$ cat config.mk
export PLATFORM = sky130hd
export DESIGN_NAME = pipe_hazard_sequencer
export DESIGN_NICKNAME = d
export VERILOG_FILES = /design/src/rtl/pipe_ctrl_pkg.sv /design/src/rtl/load_use_detect.sv /design/src/rtl/pipe_hazard_sequencer.sv
export SDC_FILE = /design/constraint.sdc
export NUM_CORES = 1
export LEC_CHECK = 0
export ABC_AREA = 1
export BUFFER_PORTS_ARGS = -buffer_cell sky130_fd_sc_hd__buf_2
export CAP_MARGIN = 5
export CELL_PAD_IN_SITES_DETAIL_PLACEMENT = 0
export CELL_PAD_IN_SITES_GLOBAL_PLACEMENT = 1
export CORE_AREA = 3 3 74 76
export CTS_BUF_LIST = sky130_fd_sc_hd__clkbuf_16
export DETAILED_ROUTE_END_ITERATION = 16
export DIE_AREA = 0 0 77 79
export MAX_ROUTING_LAYER = met4
export PLACE_DENSITY = 0.73
export SYNTH_ARGS = -nofsm -noshare
export SYNTH_HDL_FRONTEND = slang
export SYNTH_SLANG_ARGS = --single-unit
$ cat constraint.sdc
create_clock -name clk -period 1.8 [get_ports clk]
set_clock_uncertainty 0.2 [all_clocks]
set_input_delay 0.18 -clock clk [delete_from_list [all_inputs] [get_ports clk]]
set_output_delay 0.18 -clock clk [all_outputs]
set_load 0.05 [all_outputs]
$ cat src/rtl/pipe_ctrl_pkg.sv
// Shared opcodes, sequencer state encoding and default sizing for the
// pipeline stall/flush sequencer.
package pipe_ctrl_pkg;

  localparam logic [5:0] OP_LW   = 6'b100011;
  localparam logic [5:0] OP_XORI = 6'b001110;

  typedef enum logic {
    RUN = 1'b0,
    MDU = 1'b1
  } seq_state_t;

  localparam int MDU_LAT_DEF = 4;
  localparam int PERF_W_DEF  = 16;

endpackage

$ cat src/rtl/load_use_detect.sv
// Flags a load in EX whose destination feeds the instruction in ID.
// Instructions that only write rt (lw, xori) do not read it as a source.
module load_use_detect
  import pipe_ctrl_pkg::*;
(
  input  logic       ex_mem_read,
  input  logic [4:0] ex_rt,
  input  logic [4:0] id_rs,
  input  logic [4:0] id_rt,
  input  logic [5:0] id_op,
  output logic       load_use
);

  logic rs_hit;
  logic rt_hit;
  logic rt_is_source;

  assign rs_hit       = (ex_rt == id_rs);
  assign rt_hit       = (ex_rt == id_rt);
  assign rt_is_source = (id_op != OP_LW) && (id_op != OP_XORI);
  assign load_use     = ex_mem_read && (rs_hit || (rt_hit && rt_is_source));

endmodule

$ cat src/rtl/pipe_hazard_sequencer.sv
// Merges load-use, taken-branch, MDU occupancy and fetch-miss events into
// per-stage write enables and flushes, and counts PC-stall cycles.
module pipe_hazard_sequencer
  import pipe_ctrl_pkg::*;
#(
  parameter int MDU_LAT = MDU_LAT_DEF,
  parameter int CNT_W   = 3,
  parameter int PERF_W  = PERF_W_DEF
) (
  input  logic              clk,
  input  logic              rst,
  input  logic              ex_mem_read,
  input  logic [4:0]        ex_rt,
  input  logic [4:0]        id_rs,
  input  logic [4:0]        id_rt,
  input  logic [5:0]        id_op,
  input  logic              id_is_mdu,
  input  logic              ex_branch_taken,
  input  logic              imem_ready,
  output logic              pc_we,
  output logic              ifid_we,
  output logic              idex_we,
  output logic              ifid_flush,
  output logic              idex_flush,
  output logic              exmem_flush,
  output logic              mdu_busy,
  output logic [PERF_W-1:0] stall_cycles
);

  seq_state_t        state_reg, state_next;
  logic [CNT_W-1:0]  cnt_reg, cnt_next;
  logic [PERF_W-1:0] stall_reg;
  logic              load_use;
  logic              mdu_enter;

  load_use_detect u_load_use_detect (
    .ex_mem_read (ex_mem_read),
    .ex_rt       (ex_rt),
    .id_rs       (id_rs),
    .id_rt       (id_rt),
    .id_op       (id_op),
    .load_use    (load_use)
  );

  // A fetch miss does not block MDU entry; only a branch or load-use does.
  assign mdu_enter = id_is_mdu && !ex_branch_taken && !load_use;

  always_ff @(posedge clk or posedge rst) begin
    if (rst) begin
      state_reg <= RUN;
      cnt_reg   <= '0;
    end else begin
      state_reg <= state_next;
      cnt_reg   <= cnt_next;
    end
  end

  always_comb begin
    state_next = state_reg;
    cnt_next   = cnt_reg;
    case (state_reg)
      RUN: begin
        if (mdu_enter) begin
          state_next = MDU;
          cnt_next   = CNT_W'(MDU_LAT - 1);
        end
      end
      MDU: begin
        cnt_next = cnt_reg - 1'b1;
        if (cnt_reg == CNT_W'(1)) begin
          state_next = RUN;
        end
      end
      default: state_next = RUN;
    endcase
  end

  always_comb begin
    pc_we       = 1'b0;
    ifid_we     = 1'b0;
    idex_we     = 1'b0;
    ifid_flush  = 1'b0;
    idex_flush  = 1'b0;
    exmem_flush = 1'b0;
    mdu_busy    = 1'b0;
    if (!rst) begin
      case (state_reg)
        RUN: begin
          pc_we   = 1'b1;
          ifid_we = 1'b1;
          idex_we = 1'b1;
          if (ex_branch_taken) begin
            ifid_flush = 1'b1;
            idex_flush = 1'b1;
          end else if (load_use) begin
            pc_we      = 1'b0;
            ifid_we    = 1'b0;
            idex_flush = 1'b1;
          end else if (!imem_ready) begin
            pc_we      = 1'b0;
            ifid_flush = 1'b1;
          end
        end
        MDU: begin
          // EX is owned by the MDU; hold upstream and bubble downstream.
          exmem_flush = 1'b1;
          mdu_busy    = 1'b1;
        end
        default: ;
      endcase
    end
  end

  always_ff @(posedge clk or posedge rst) begin
    if (rst) begin
      stall_reg <= '0;
    end else if (!pc_we && (stall_reg != {PERF_W{1'b1}})) begin
      stall_reg <= stall_reg + 1'b1;
    end
  end

  assign stall_cycles = stall_reg;

endmodule

# Yosys cells after proc, flatten, opt, wreduce, memory -nomap -nowiden
# Index checks and enable logic that the tools add are counted.
# totals
register_bits,20
input_bits,27
output_inout_bits,23
elab_cells,50
# op_classes
add_sub_neg,2
n_eq_ne,7
mux,27
bitwise,1
n_reduce_logical,10
# op_table
operator,n
2-to-1 mux 1 bit,24
"adder 16 x 1 -> 16 bit, second input constant",1
"!= test 16 bit, second input constant",1
equality test 5 bit,2
logical AND 1 bit,6
"!= test 6 x 4 -> 1 bit, second input constant",1
"!= test 6 bit, second input constant",1
case mux 3 bit (2 select lines),1
"equality test 3 x 1 -> 1 bit, second input constant",1
logical NOT 1 bit,3
2-to-1 mux 3 bit,1
"subtractor 3 x 1 -> 3 bit, second input constant",1
"!= test 2 bit, second input constant",1
case mux 1 bit (2 select lines),1
logical OR 1 bit,1
NOT 1 bit,1

# Depth between registers and ports, before layout
# logic_depth
depth_word,11
mapped_depth,12
ltp_nobuf,11

# Cells and area by module
# A second synthesis with hierarchy kept.
# hier_totals
hier_cells,232
area_unflattened_um2,1512.7
# modules_own_cells
module,n_inst,cells_per_inst,area_each_um2,seq_area_each_um2
pipe_hazard_sequencer,1,178,1267.5,500.5
load_use_detect,1,54,245.2,0.0

# Least setup slack after synthesis
# No wires, ideal clock.
# synth_timing
kind,reg-to-output
from,register state_reg
to,output idex_flush
arrival_ns,2.420
t_required_ns,1.420
slack_ns,-1.000
path_stages_with_launch,3
path_cell_list,dfrtp_1 -> nor2_1 -> a21boi_0
# synth_via
elab_chain_cells,2
# synth_lines
element,line,source
"start, declared",pipe_hazard_sequencer.sv:30,"seq_state_t state_reg, state_next;"
"start signal, assigned",pipe_hazard_sequencer.sv:53,state_reg <= state_next;
2-to-1 mux 1 bit,pipe_hazard_sequencer.sv:87,case (state_reg)
2-to-1 mux 1 bit,pipe_hazard_sequencer.sv:86,if (!rst) begin
"end, declared",pipe_hazard_sequencer.sv:24,"output logic idex_flush,"
# Every way passes these cells.

# Final worst setup path
# layout_timing
from,"register stall_reg[0], in the netlist stall_cycles[0]"
to,"register stall_reg[12], in the netlist stall_cycles[12]"
# layout_via
elab_chain_cells,2
elab_cells_between_ends,3
classes_between,add/sub: 1; eq/ne: 1; reduce/logical: 1
# layout_lines
element,line,source
"start, declared",pipe_hazard_sequencer.sv:32,logic [PERF_W-1:0] stall_reg;
"start signal, assigned",pipe_hazard_sequencer.sv:118,stall_reg <= stall_reg + 1'b1;
"parallel branches: the longest is 2 deep, another holds adder 16 x 1 -> 16 bit",-,
# Several ways; the timed one is not identified.
# A chain may end at the register's enable or synchronous reset.

==> results.md <==
- Portion of synthesized cell area occupied by the leading cell type: 33.56%
- Post-synthesis instance total: 219
- Violation count after the first detailed-route iteration: between 60 and 70
- Final-layout fill cell count: 530
- Post-detailed-route count of antenna-violating nets: 0
- Sequential cell area fraction in the yosys report: about a third
- Pin count of the biggest net entering global routing: 21
- Critical path endpoint category: register
- Antenna diode count: 0
- Total via count after detailed routing: around 1500
- Synthesis warning total: 0
- Synth-to-Final Area Change: 41.11%
- Largest driver fanout on the critical path: 2
- Antenna violations before repair: 0
- Leading register cell type out of synthesis: sky130_fd_sc_hd__dfrtp_1
- Number of global-route vias before repair: approximately 1500
- Wire length of the first global-routing pass: roughly 6.6 mm
- Area occupied by multi-input gates: 882.1 sq um
- DRC violations left: 0
- Site row count: 25
- Xor-xnor portion of the synthesized cell area: 9.396%
- Die area: roughly 6100 sq um
- Post-synthesis mux area share: 0%
- Reg clk slew, reported paths: 0.06 ns
- FF+latch area: 509.2 sq um
- Net count, final: about 320
- Detailed-route wire length: 3.848 mm
- Transition time of the tightest slew-check pin: around 0.33 ns
- Most instantiated cells after synthesis: sky130_fd_sc_hd__nand2_1, sky130_fd_sc_hd__inv_1, sky130_fd_sc_hd__nand3_1
- Global router's overall resource usage: approximately 14%
- Average via count per standard cell: 4.203
- Clock Latency Late Sink: roughly 0.26 ns
- Tcrit/Tclk final: between 90 and 100%
- Max-capacitance violation count: 0
- Root buffer selected by CTS: sky130_fd_sc_hd__clkbuf_16
- Compound-Gate Fraction of Synth Area: 2.852%
- Ratio of cells with drive above 1 in the final layout: between 30 and 40%
- First-pass iteration count of the detailed router: 4
- Clock Path Buffers: 2
- Flip-flop count of the largest register after layout: 16
- Initial standard-cell utilization of the core: 31.16%
- Max transition margin: 77.91%
- Main combinational cell family by area after synthesis: simple AND/OR/NAND/NOR gates
- Post-synth top area cell: sky130_fd_sc_hd__dfrtp_1
- HP Class: in -> reg
- Setup slack at placement: approximately 0.037 ns
- Synthesized-area fraction occupied by and/or/nand/nor cells: 40.77%
- Share of flip-flops with an asynchronous set or reset after synthesis: 100.0%
- Floorplan die width: 77 um
- Final number of max-transition violations: 0
- Maximum resistive drop on vdd: between 0.5 and 0.6 mV
- Cells taking the most area after synthesis: sky130_fd_sc_hd__dfrtp_1, sky130_fd_sc_hd__nand2_1, sky130_fd_sc_hd__inv_1, sky130_fd_sc_hd__nand3_1, sky130_fd_sc_hd__xnor2_1
- Required time at the worst-slack endpoint: 1.75 ns
- Clock sink count: 20
- Top-level port count: 50
- Number of storage elements in the synthesis netlist: 20
- Num CTS Buffers: 3
- Critical path data arrival time: 1.69 ns
- Fmax: 575.0 MHz
- Setup repair after global routing missed its margin: true
- Distinct cell type count after synthesis: 25
- Last weighted congestion value of the routability-driven placer: 0.7939
- Total leakage power: 0.001201 uW
- Final critical delay including setup and external delays: 1.739 ns
- Net Count, Synth: 249
- Most frequent cell after synthesis: sky130_fd_sc_hd__nand2_1
- Post-synthesis average cell area: 6.810 sq um
- Final setup violation count: 0
- Post-synth design cell area: between 1000 and 1500 sq um
- Category of the most critical setup path: reg -> reg
- Power per unit of standard cell area: ~1100 nW/um^2
- Number of synthesized flops with an enable pin: 0
- Vertical extent of the die: ~80 um
- CP startpoint kind: register
- Final HPWL DP: just over 3 mm
- Result of the run: completed
- Worst Setup Slack, final: 0.06086 ns
- Overflow after GRT: 0
- Number of port buffers: 49
- Setup Total Neg Slack: 0 ns
- Per-cell routed wire length: 10.84 um
- Max H-tree Level: 1
- Final hold vios: 0
- Core ar.: 4786 sq um
- Adder-Cell Fraction of Synth Area: 2.517%
- CTS tree: yes
## per-layer routing
metal	global-route usage, %	vias to the layer above	part of all wire (%)
li1	-	814	-
met1	15.79	656	47
met2	24.48	20	49
met3	3.175	2	3.6
met4	2.847	0	0.44
met5	-	-	0
## where the power goes
part	total (uW)	switching, uW	internal [uW]
Clock	467	171	296
Combinational	1260	816	446
Sequential	686	101	586
## cells by family after synthesis
| logic type | after synthesis |
|---|---|
| DFF | 20 |
| adders and majority gates | 3 |
| buffers and inverters | 39 |
| xor gates and xnor gates | 16 |
| and+or+nand+nor | 134 |
| AOI/OAI and AO/OA | 7 |
## layout by cell type, fill, tap and decap left out, drive strengths merged, types with 2 or more instances in the layout
cell / count
nand2: 82
xnor2: 8
nand4: 2
ha: 3
o21ai: 3
nor2: 19
inv: 35
dfrtp: 20
clkbuf: 4
buf: 67
nand3: 29
xor2: 8
## what timing repair did
| action | CTS | global route |
|---|---|---|
| endpoints found under the setup margin | 1 | 18 |
| gates cloned | 0 | 0 |
| buffers inserted | 0 | 0 |
| hold buffers | 1 | 0 |
| resized for setup | 1 | 5 |
| hold endpoints to repair | 20 | 0 |
## worst paths after layout
check,start,endpoint,slack [ns],cells past startpoint
worst min register to register,stall_cycles[14],stall_cycles[14],0.34,2
min in group asynchronous,rst,stall_cycles[6],0.36,4
worst max-delay path,stall_cycles[0],stall_cycles[12],0.06,9
worst min-delay path,id_is_mdu,state_reg,0.08,3
worst max register to register,stall_cycles[0],stall_cycles[12],0.06,9
max in group asynchronous,rst,state_reg,0.81,4
## cell type report
type,instances,share of cell area [%]
clock inverter,1,0.1784
clock buffer,3,3.567
tap,67,3.983
timing repair buffer,69,19.74
multi-input combinational,160,41.91
inverter,35,6.421
sequential,20,24.20
## per-stage QoR
step	util (%)	cell area, sq um	power [uW]	hold WS, ns	std cells
finish	43.97	2105	2415	0.07639	355
global route	43.97	2105	2590	0.06931	355
global placement	41.65	1993	1947	0.07601	350
CTS	43.56	2085	2443	0.06786	355
detailed placement	41.65	1993	1960	0.07971	350
floorplan	-	1546	1598	-0.05659	219
## critical path: stages (launching register included)
cell and delay, ns:
sky130_fd_sc_hd__dfrtp_2 0.38, sky130_fd_sc_hd__ha_4 0.16, sky130_fd_sc_hd__nand3_4 0.09, sky130_fd_sc_hd__nor2_4 0.12, sky130_fd_sc_hd__nand3_4 0.09, sky130_fd_sc_hd__buf_4 0.15
sky130_fd_sc_hd__nor4_1 0.24, sky130_fd_sc_hd__nand2_1 0.10, sky130_fd_sc_hd__nand2_1 0.06, sky130_fd_sc_hd__nand2_1 0.04
No activity file was read; power rests on OpenSTA's default activity.
